--- config.mk ---
export PLATFORM = sky130hd
export DESIGN_NAME = pb_cmd_debounce_flat
export DESIGN_NICKNAME = d
export VERILOG_FILES = /design/src/rtl/pb_cmd_debounce_pkg.sv /design/src/rtl/pb_cmd_debounce_if.sv /design/src/rtl/pb_cmd_debounce_btn.sv /design/src/rtl/pb_cmd_debounce.sv /design/src/flat_wrapper.sv
export SDC_FILE = /design/constraint.sdc
export NUM_CORES = 1
export LEC_CHECK = 0
export CAP_MARGIN = 25
export CORE_MARGIN = 3
export CORE_UTILIZATION = 61
export DETAILED_ROUTE_END_ITERATION = 16
export GPL_TIMING_DRIVEN = 0
export PLACE_DENSITY = 0.92
export SYNTH_ARGS = -nofsm -noshare
export SYNTH_HDL_FRONTEND = slang
export SYNTH_SLANG_ARGS = --single-unit
--- constraint.sdc ---
create_clock -name i_clk -period 2.8 [get_ports i_clk]
set_clock_uncertainty 0.05 [all_clocks]
set_input_delay 0.56 -clock i_clk [delete_from_list [all_inputs] [get_ports i_clk]]
set_output_delay 0.56 -clock i_clk [all_outputs]
set_load 0.05 [all_outputs]
--- src/rtl/pb_cmd_debounce_pkg.sv ---
// Shared types and helpers for the stopwatch push-button front end.
// Button FSM states, mode-FSM command codes and small bit-vector helpers.
package pb_cmd_debounce_pkg;

  typedef enum logic [1:0] {
    BTN_IDLE       = 2'd0,
    BTN_DB_PRESS   = 2'd1,
    BTN_PRESSED    = 2'd2,
    BTN_DB_RELEASE = 2'd3
  } btn_state_t;

  // Mode FSM encoding; cmd bit i maps straight onto the matching keyout code.
  typedef enum logic [2:0] {
    MODE_RUNNING = 3'b001,
    MODE_CLEAR   = 3'b010,
    MODE_IDLE    = 3'b100
  } state_t;

  localparam logic [2:0] CMD_RUNNING = 3'b001;
  localparam logic [2:0] CMD_CLEAR   = 3'b010;
  localparam logic [2:0] CMD_IDLE    = 3'b100;

  function automatic int max3(input int a, input int b, input int c);
    int m;
    m = (a > b) ? a : b;
    return (m > c) ? m : c;
  endfunction

  function automatic logic [31:0] lowest_one(input logic [31:0] v);
    return v & (~v + 32'd1);
  endfunction

  function automatic logic is_multi(input logic [31:0] v);
    return |(v & (v - 32'd1));
  endfunction

endpackage

--- src/rtl/pb_cmd_debounce_if.sv ---
// Button/command bundle between the raw button pins, this front end and the mode FSM.
interface pb_cmd_debounce_if #(
  parameter int NBTN = 3
);
  logic [NBTN-1:0] i_pb;
  logic [NBTN-1:0] o_cmd;
  logic            o_cmd_valid;
  logic [NBTN-1:0] o_level;
  logic            o_collision;

  modport master (
    output i_pb,
    input  o_cmd,
    input  o_cmd_valid,
    input  o_level,
    input  o_collision
  );

  modport slave (
    input  i_pb,
    output o_cmd,
    output o_cmd_valid,
    output o_level,
    output o_collision
  );
endinterface

--- src/rtl/pb_cmd_debounce_btn.sv ---
// Single-button synchronizer + debounce FSM; emits a debounced level and an event pulse.
// Auto-repeat hold counter exists only when PB_CMD_AUTOREPEAT_EN is defined.
module btn_debounce
  import pb_cmd_debounce_pkg::*;
#(
  parameter int DEBOUNCE_CYCLES = 4,
  parameter int CNT_W           = 8
`ifdef PB_CMD_AUTOREPEAT_EN
  ,
  parameter int REPEAT_DELAY    = 50,
  parameter int REPEAT_PERIOD   = 20
`endif
) (
  input  logic i_clk,
  input  logic i_rst,
  input  logic i_pb,
  output logic o_level,
  output logic o_event
);

  localparam logic [CNT_W-1:0] CNT_ZERO = {CNT_W{1'b0}};
  localparam logic [CNT_W-1:0] CNT_ONE  = CNT_W'(1);
  localparam logic [CNT_W-1:0] CNT_LAST = CNT_W'(DEBOUNCE_CYCLES - 1);

  logic       r_sync1;
  logic       r_sync2;
  btn_state_t r_state;
  logic [CNT_W-1:0] r_cnt;
  logic       r_level;
  logic       w_s;
  logic       w_press_evt;

  assign w_s         = r_sync2;
  assign w_press_evt = (r_state == BTN_DB_PRESS) && w_s && (r_cnt == CNT_LAST);
  assign o_level     = r_level;

  // Two-flop synchronizer for the asynchronous button level.
  always_ff @(posedge i_clk) begin
    if (i_rst) begin
      r_sync1 <= 1'b0;
      r_sync2 <= 1'b0;
    end else begin
      r_sync1 <= i_pb;
      r_sync2 <= r_sync1;
    end
  end

  // Debounce FSM: both press and release need DEBOUNCE_CYCLES consecutive samples.
  always_ff @(posedge i_clk) begin
    if (i_rst) begin
      r_state <= BTN_IDLE;
      r_cnt   <= CNT_ZERO;
      r_level <= 1'b0;
    end else begin
      case (r_state)
        BTN_IDLE: begin
          if (w_s) begin
            r_state <= BTN_DB_PRESS;
            r_cnt   <= CNT_ONE;
          end else begin
            r_state <= BTN_IDLE;
            r_cnt   <= CNT_ZERO;
          end
        end
        BTN_DB_PRESS: begin
          if (!w_s) begin
            r_state <= BTN_IDLE;
            r_cnt   <= CNT_ZERO;
          end else if (r_cnt == CNT_LAST) begin
            r_state <= BTN_PRESSED;
            r_cnt   <= CNT_ZERO;
            r_level <= 1'b1;
          end else begin
            r_cnt   <= r_cnt + CNT_ONE;
          end
        end
        BTN_PRESSED: begin
          if (!w_s) begin
            r_state <= BTN_DB_RELEASE;
            r_cnt   <= CNT_ONE;
          end else begin
            r_state <= BTN_PRESSED;
            r_cnt   <= CNT_ZERO;
          end
        end
        BTN_DB_RELEASE: begin
          // A high sample here is release bounce: back to PRESSED without a new event.
          if (w_s) begin
            r_state <= BTN_PRESSED;
            r_cnt   <= CNT_ZERO;
          end else if (r_cnt == CNT_LAST) begin
            r_state <= BTN_IDLE;
            r_cnt   <= CNT_ZERO;
            r_level <= 1'b0;
          end else begin
            r_cnt   <= r_cnt + CNT_ONE;
          end
        end
        default: begin
          r_state <= BTN_IDLE;
          r_cnt   <= CNT_ZERO;
          r_level <= 1'b0;
        end
      endcase
    end
  end

`ifdef PB_CMD_AUTOREPEAT_EN
  localparam logic [CNT_W-1:0] HOLD_FIRST = CNT_W'(REPEAT_DELAY - 1);
  localparam logic [CNT_W-1:0] HOLD_NEXT  = CNT_W'(REPEAT_PERIOD - 1);

  logic [CNT_W-1:0] r_hold;
  logic             r_rep_phase;
  logic             w_rep_evt;

  assign w_rep_evt = (r_state == BTN_PRESSED) && w_s &&
                     (r_hold == (r_rep_phase ? HOLD_NEXT : HOLD_FIRST));
  assign o_event   = w_press_evt | w_rep_evt;

  // Hold counter: cleared on the fall into DB_RELEASE, kept across a bounce back.
  always_ff @(posedge i_clk) begin
    if (i_rst) begin
      r_hold      <= CNT_ZERO;
      r_rep_phase <= 1'b0;
    end else if (r_state == BTN_PRESSED) begin
      if (!w_s) begin
        r_hold      <= CNT_ZERO;
        r_rep_phase <= 1'b0;
      end else if (w_rep_evt) begin
        r_hold      <= CNT_ZERO;
        r_rep_phase <= 1'b1;
      end else begin
        r_hold      <= r_hold + CNT_ONE;
      end
    end else begin
      r_hold      <= r_hold;
      r_rep_phase <= r_rep_phase;
    end
  end
`else
  assign o_event = w_press_evt;
`endif

endmodule

--- src/rtl/pb_cmd_debounce.sv ---
// Push-button front end: per-button debounce, lowest-index priority encode, sticky collision.
// Optional auto-repeat on held buttons is enabled by defining PB_CMD_AUTOREPEAT_EN.
module pb_cmd_debounce
  import pb_cmd_debounce_pkg::*;
#(
  parameter int NBTN            = 3,
  parameter int DEBOUNCE_CYCLES = 4,
  parameter int CNT_W           = 8,
  parameter int REPEAT_DELAY    = 50,
  parameter int REPEAT_PERIOD   = 20
) (
  input  logic             i_clk,
  input  logic             i_rst,
  pb_cmd_debounce_if.slave bus
);

  logic [NBTN-1:0] w_event;
  logic [NBTN-1:0] w_level;
  logic [NBTN-1:0] w_onehot;
  logic            w_multi;
  logic [NBTN-1:0] r_cmd;
  logic            r_cmd_valid;
  logic            r_collision;

  if (DEBOUNCE_CYCLES < 2 || NBTN < 1 || NBTN > 32 || REPEAT_PERIOD < 1 || REPEAT_DELAY < 1 ||
      max3(DEBOUNCE_CYCLES, REPEAT_DELAY, REPEAT_PERIOD) > (2 ** CNT_W) - 1) begin : g_cfg_err
    $error("pb_cmd_debounce: illegal parameter combination");
  end

  for (genvar gi = 0; gi < NBTN; gi++) begin : g_btn
    btn_debounce #(
      .DEBOUNCE_CYCLES (DEBOUNCE_CYCLES),
      .CNT_W           (CNT_W)
`ifdef PB_CMD_AUTOREPEAT_EN
      ,
      .REPEAT_DELAY    (REPEAT_DELAY),
      .REPEAT_PERIOD   (REPEAT_PERIOD)
`endif
    ) u_btn (
      .i_clk   (i_clk),
      .i_rst   (i_rst),
      .i_pb    (bus.i_pb[gi]),
      .o_level (w_level[gi]),
      .o_event (w_event[gi])
    );
  end

  assign w_onehot = NBTN'(lowest_one(32'(w_event)));
  assign w_multi  = is_multi(32'(w_event));

  // Registered command strobe; losing simultaneous events are dropped but flagged.
  always_ff @(posedge i_clk) begin
    if (i_rst) begin
      r_cmd       <= {NBTN{1'b0}};
      r_cmd_valid <= 1'b0;
      r_collision <= 1'b0;
    end else begin
      r_cmd       <= w_onehot;
      r_cmd_valid <= |w_event;
      r_collision <= r_collision | w_multi;
    end
  end

  assign bus.o_cmd       = r_cmd;
  assign bus.o_cmd_valid = r_cmd_valid;
  assign bus.o_collision = r_collision;
  assign bus.o_level     = w_level;

endmodule

--- src/flat_wrapper.sv ---
// flat-port wrapper written by rule: the top's interface ports become plain ports
module pb_cmd_debounce_flat import pb_cmd_debounce_pkg::*;
#(
  parameter int NBTN            = 3,
  parameter int DEBOUNCE_CYCLES = 4,
  parameter int CNT_W           = 8,
  parameter int REPEAT_DELAY    = 50,
  parameter int REPEAT_PERIOD   = 20
)
  (i_clk, i_rst, bus_i_pb, bus_o_cmd, bus_o_cmd_valid, bus_o_level, bus_o_collision);
  pb_cmd_debounce_if #(.NBTN(NBTN)) bus_i ();
  input  logic i_clk;
  input  logic i_rst;
  input wire logic [$bits(bus_i.i_pb)-1:0] bus_i_pb;
  output wire logic [$bits(bus_i.o_cmd)-1:0] bus_o_cmd;
  output wire logic [$bits(bus_i.o_cmd_valid)-1:0] bus_o_cmd_valid;
  output wire logic [$bits(bus_i.o_level)-1:0] bus_o_level;
  output wire logic [$bits(bus_i.o_collision)-1:0] bus_o_collision;
  assign bus_i.i_pb = bus_i_pb;
  assign bus_o_cmd = bus_i.o_cmd;
  assign bus_o_cmd_valid = bus_i.o_cmd_valid;
  assign bus_o_level = bus_i.o_level;
  assign bus_o_collision = bus_i.o_collision;
  pb_cmd_debounce #(.NBTN(NBTN), .DEBOUNCE_CYCLES(DEBOUNCE_CYCLES), .CNT_W(CNT_W), .REPEAT_DELAY(REPEAT_DELAY), .REPEAT_PERIOD(REPEAT_PERIOD)) u_core (.i_clk(i_clk), .i_rst(i_rst), .bus(bus_i));
endmodule
==> flow_summary.json, run 1 <==
{
  "crit_chain": "buf_4, clkdlybuf4s50_1",
  "end_kind": "output pin",
  "wl_mm": 3.15,
  "synth_area_mm2": 0.00177,
  "yosysUniqueCellTypes": 40,
  "dieArea_mm2": 0.00358,
  "relSlewSlack": 0.656,
  "vias_per_cell": 5.68,
  "min_path_type": "reg2reg",
  "nets": 212,
  "async_reset_ff_frac": 0,
  "area.growth.synth_to_final_pct": 12.4,
  "clockRootBuffer": "clkbuf_4",
  "min_period_ps": 2240,
  "critPathMaxFanout": 3,
  "rsz0062_at_grt": "false",
  "cts_made_buffers": 5,
  "fin_setup_tns_ps": 0,
  "portBuffers": 12,
  "place_inst": 225,
  "clock_latency_ps": 340,
  "die_h_um": 59.9,
  "setup_slack_ps": 558,
  "cp-start-kind": "register",
  "htreeDepth": 2,
  "layout_common_cells": "dfxtp_1, nor2_1, nand3_1, clkdlybuf4s50_1, xor2_1",
  "finalCritPeriodShare": 0.801,
  "postCtsHoldBufs": 0,
  "cellPowerDensity_mw_per_mm2": 514,
  "final-hold-violation-count": 0,
  "critPathTopFamily": "buffers and inverters",
  "dominantRegCellSynth": "dfxtp_1",
  "grtUsageTotal": 0.203,
  "hpwlAfterDp_mm": 2.44,
  "antenna_found_initial": 0,
  "diodes": 0,
  "drv_slew": 0,
  "grt_pass1_vias": 1327,
  "critPathKind": "reg2out",
  "status": "finished, final reports clean",
  "io_pins": 13,
  "synth_cells": 183,
  "gr-total-overflow": 0,
  "drtPass1Iterations": 5,
  "worstMarginPinSlew_ps": 514,
  "path_clk_slew_ps": 120,
  "maxCapViolCount": 0,
  "layout_commonest_cell": "dfxtp_1",
  "drt_iter0_drc": 64,
  "die_x_um": 59.9,
  "yosysWarningCount": 0,
  "critPathArrivalTime_ps": 1630,
  "post_cts_buffers": 0,
  "drc": 0,
  "coreArea_mm2": 0.00261,
  "power_uw": 1020,
  "cts_tree": "done",
  "std_cell_rows": 18,
  "fmax_mhz": 446,
  "clock_sinks": 44,
  "post_layout_nonfiller_instances": 233,
  "grt_max_degree": 14,
  "place_ws_ps": 595,
  "cts-resized-gates": 0,
  "cp_slowest_cell": "clkdlybuf4s50_1",
  "crit_buf_inv": 2,
  "avgRoutedWirePerCell_um": 13.5,
  "setup_violations": 0,
  "initial_core_util": 0.677,
  "synth_edf_count": 0,
  "ir_drop_mv": 0.462,
  "syn_area_per_cell_um2": 9.67,
  "synth_nets": 193,
  "cts_buffer_depth": 2,
  "max_stage_delay_ps": 800,
  "crit_required_ps": 2190,
  "gp_congestion": 0.814,
  "layout-drive-gt1-share": 0.0887,
  "vias": 1324,
  "ant_nets": 0,
  "grt_pass1_wl_mm": 5.38,
  "synth_seq_cells": 44,
  "seq_area_frac_synth": 0.498,
  "p_leak_uw": 0.000732
}
-- logic make-up after synthesis --
logic type | count (synthesis) | synth area share
AO/OA/AOI/OAI | 18 | 0.0637
XOR/XNOR | 20 | 0.0990
flip-flops | 44 | 0.498
multiplexers | 1 | 0.00566
AND/OR/NAND/NOR | 82 | 0.264
buffers and inverters | 13 | 0.0347
adder cells (fa/ha/maj) | 5 | 0.0354
-- state kept, by name, indices dropped and copies added, names as in the netlist, named ones only --
register / count
u_core.g_btn.u_btn.r_cnt: 24
u_core.bus.o_cmd: 3
u_core.g_btn.u_btn.o_level: 3
u_core.g_btn.u_btn.r_state: 3
u_core.g_btn.u_btn.r_sync1: 3
u_core.g_btn.u_btn.r_sync2: 3
u_core.bus.o_cmd_valid: 1
u_core.bus.o_collision: 1
-- routing by layer --
layer  vias up  share of wire  track usage
met2        30           0.52        0.367
met3        10          0.036       0.0562
li1        662              -            -
met5         -              0            0
met4         0          0.029        0.130
met1       622           0.41        0.199
-- synthesized netlist by cell type, drive strengths merged (3+ instances only) --
library cell / instances / area share
xor2: 11 / 0.054
xnor2: 9 / 0.045
ha: 5 / 0.035
a21oi: 6 / 0.017
buf: 4 / 0.016
and3: 5 / 0.018
o21ai: 3 / 0.0085
nor2: 27 / 0.057
nand3: 14 / 0.045
inv: 7 / 0.015
nor2b: 7 / 0.025
a21boi: 3 / 0.013
nand2: 6 / 0.013
nor3: 4 / 0.011
dfxtp: 44 / 0.50
-- stage by stage --
| step | hold WS [ps] | util | area (um^2) |
|---|---|---|---|
| finish | 406 | 0.761 | 1990 |
| detailed placement | 379 | 0.738 | 1930 |
| global placement | 369 | 0.738 | 1930 |
| CTS | 412 | 0.761 | 1990 |
| global route | 419 | 0.761 | 1990 |
| floorplan | 364 | - | 1770 |
-- area by class of cell --
class	instances	area, um^2
timing repair buffer	12	120
buffer	6	35.0
clock inverter	2	10.0
sequential	44	881
inverter	7	26.3
tap	30	37.5
fill	192	624
clock buffer	6	51.3
multi-input combinational	126	827
-- power breakdown --
part | total, uW | internal (uW) | switching (uW)
logic | 71.3 | 31.7 | 39.6
clock network | 303 | 120 | 183
registers | 648 | 638 | 9.21
total | 1020 | 790 | 232
-- final timing paths --
check                                             startpoint                                  endpoint  slack [ps]  cells past startpoint
setup / recovery  u_core.g_btn[2].u_btn.o_level$_SDFFE_PP0P_                            bus_o_level[2]         560                      2
setup reg to reg   u_core.g_btn[2].u_btn.r_cnt[0]$_SDFF_PP0_            u_core.bus.o_cmd[2]$_SDFF_PP0_         720                      4
hold / removal      u_core.g_btn[1].u_btn.r_sync1$_SDFF_PP0_  u_core.g_btn[1].u_btn.r_sync2$_SDFF_PP0_         410                      1
hold reg to reg     u_core.g_btn[1].u_btn.r_sync1$_SDFF_PP0_  u_core.g_btn[1].u_btn.r_sync2$_SDFF_PP0_         410                      1
Note: power is estimated with default switching activity, not from simulation.
==> run 2, diff against run 1 <==
--- a/config.mk
+++ b/config.mk
@@ -7,10 +7,10 @@
 export LEC_CHECK = 0
 export CAP_MARGIN = 25
 export CORE_MARGIN = 3
-export CORE_UTILIZATION = 61
+export CORE_UTILIZATION = 56
 export DETAILED_ROUTE_END_ITERATION = 16
 export GPL_TIMING_DRIVEN = 0
-export PLACE_DENSITY = 0.92
+export PLACE_DENSITY = 0.86
 export SYNTH_ARGS = -nofsm -noshare
 export SYNTH_HDL_FRONTEND = slang
 export SYNTH_SLANG_ARGS = --single-unit
==> constraint.sdc (replaced) <==
create_clock -name i_clk -period 2.3 [get_ports i_clk]
set_clock_uncertainty 0.05 [all_clocks]
set_input_delay 0.46 -clock i_clk [delete_from_list [all_inputs] [get_ports i_clk]]
set_output_delay 0.46 -clock i_clk [all_outputs]
set_load 0.05 [all_outputs]
==> run 2 against run 1 <==
  * Non-clock buffer count did not move
  * Cell count is 5.2% higher
  * Core utilization is 5.9 points lower
  * Die area increased by 8.0%
  * Sequential share of layout area down 0.66 points
  * Sequential cell count did not move
  * Clock power grew 55%
  * Hold slack lost 1.9 ps
  * Worst setup slack got worse by 410 ps
  * Critical endpoint is now bus_o_level[1]
  * Largest cell class unchanged
==> flow_summary.json, run 2 (synthesis gave the netlist of run 1 again) <==
{
  "rsz0062_at_grt": "false",
  "fmax_mhz": 466,
  "end_kind": "output pin",
  "fill_cells": 226,
  "cts_buffer_depth": 2,
  "grtUsageTotal": 0.178,
  "grt_pass1_vias": 1275,
  "finalCritPeriodShare": 0.934,
  "drt_iter0_drc": 67,
  "layout-drive-gt1-share": 0.0837,
  "fin_setup_tns_ps": 0,
  "die_x_um": 62.2,
  "cellPowerDensity_mw_per_mm2": 667,
  "largest_register": "u_core.g_btn.u_btn.r_cnt",
  "critPathKind": "reg2out",
  "clock_sinks": 44,
  "gr-total-overflow": 0,
  "dieArea_mm2": 0.00387,
  "io_pins": 13,
  "avgRoutedWirePerCell_um": 12.7,
  "vias": 1299,
  "grt_max_degree": 14,
  "wl_mm": 3.12,
  "hpwlAfterDp_mm": 2.26,
  "multiInputGateArea_um2": 827,
  "worstMarginPinSlew_ps": 496,
  "cts_tree": "done",
  "final-hold-violation-count": 0,
  "p_leak_uw": 0.000736,
  "ant_nets": 0,
  "vias_per_cell": 5.30,
  "std_cell_rows": 19,
  "drtPass1Iterations": 4,
  "drc": 0,
  "diodes": 0,
  "cp-start-kind": "register",
  "grt_pass1_wl_mm": 5.48,
  "status": "finished, final reports clean",
  "clockRootBuffer": "clkbuf_4",
  "min_path_type": "reg2reg",
  "layout_commonest_cell": "dfxtp_1",
  "regArea_um2": 881,
  "critPathMaxFanout": 3,
  "ir_drop_mv": 0.483,
  "clock_latency_ps": 360,
  "die_h_um": 62.2,
  "post_cts_buffers": 0,
  "portBuffers": 12,
  "antenna_found_initial": 0,
  "cts_made_buffers": 5,
  "cts-resized-gates": 0,
  "layout_common_cells": "dfxtp_1, nor2_1, nand3_1, clkdlybuf4s50_1, xor2_1",
  "path_clk_slew_ps": 120,
  "drv_slew": 0,
  "largest_reg_flops": 24,
  "coreArea_mm2": 0.00288,
  "holdWs_ps": 404,
  "gp_congestion": 0.791,
  "nets": 212,
  "critPathArrivalTime_ps": 1640,
  "setup_violations": 0,
  "relSlewSlack": 0.668,
  "area.growth.synth_to_final_pct": 14.1,
  "postCtsHoldBufs": 0,
  "htreeDepth": 2,
  "initial_core_util": 0.615,
  "min_period_ps": 2150,
  "crit_required_ps": 1790,
  "maxCapViolCount": 0
}
[run 2: where the power goes]
part           switching (uW)  leakage [uW]  internal [uW]
Sequential               11.9      0.000357            777
Combinational            48.6      0.000337           38.6
Clock                     241     0.0000422            228
Total                     302      0.000736           1040
[run 2: through the flow]
stage	instance area, um^2	cells	setup slack, ps	util	total power [uW]
finish	2020	245	153	0.702	1350
global route	2020	245	72.4	0.702	1400
CTS	2020	245	125	0.702	1360
detailed placement	1940	237	160	0.675	894
global placement	1940	237	197	0.675	890
floorplan	1770	183	522	-	864
[run 2: cell type report]
type,count,area share
Sequential cell,44,0.436
Multi-Input combinational cell,126,0.410
Timing Repair Buffer,12,0.0595
Tap cell,42,0.0260
Clock buffer,6,0.0205
Clock inverter,2,0.0174
Buffer,6,0.0174
Inverter,7,0.0130
[run 2: path summary, 6_finish.rpt]
kind,from,end,slack (ps),cells after the start
max,u_core.g_btn[1].u_btn.o_level$_SDFFE_PP0P_,bus_o_level[1],150,2
min reg2reg,u_core.g_btn[0].u_btn.r_sync1$_SDFF_PP0_,u_core.g_btn[0].u_btn.r_sync2$_SDFF_PP0_,400,1
max reg2reg,u_core.g_btn[2].u_btn.r_cnt[0]$_SDFF_PP0_,u_core.bus.o_collision$_SDFF_PP0_,360,5
min,u_core.g_btn[0].u_btn.r_sync1$_SDFF_PP0_,u_core.g_btn[0].u_btn.r_sync2$_SDFF_PP0_,400,1
[run 2: routing by layer]
layer	GRT usage	vias up	part of all wire
met5	0	-	0
met4	0.102	0	0.024
met3	0.0486	8	0.028
met2	0.297	18	0.49
met1	0.204	609	0.45
li1	-	664	-
[run 2: critical path, cell delays in order, from the launching register on]
cell	delay, ps
dfxtp_1	380
buf_4	120
clkdlybuf4s50_1	790
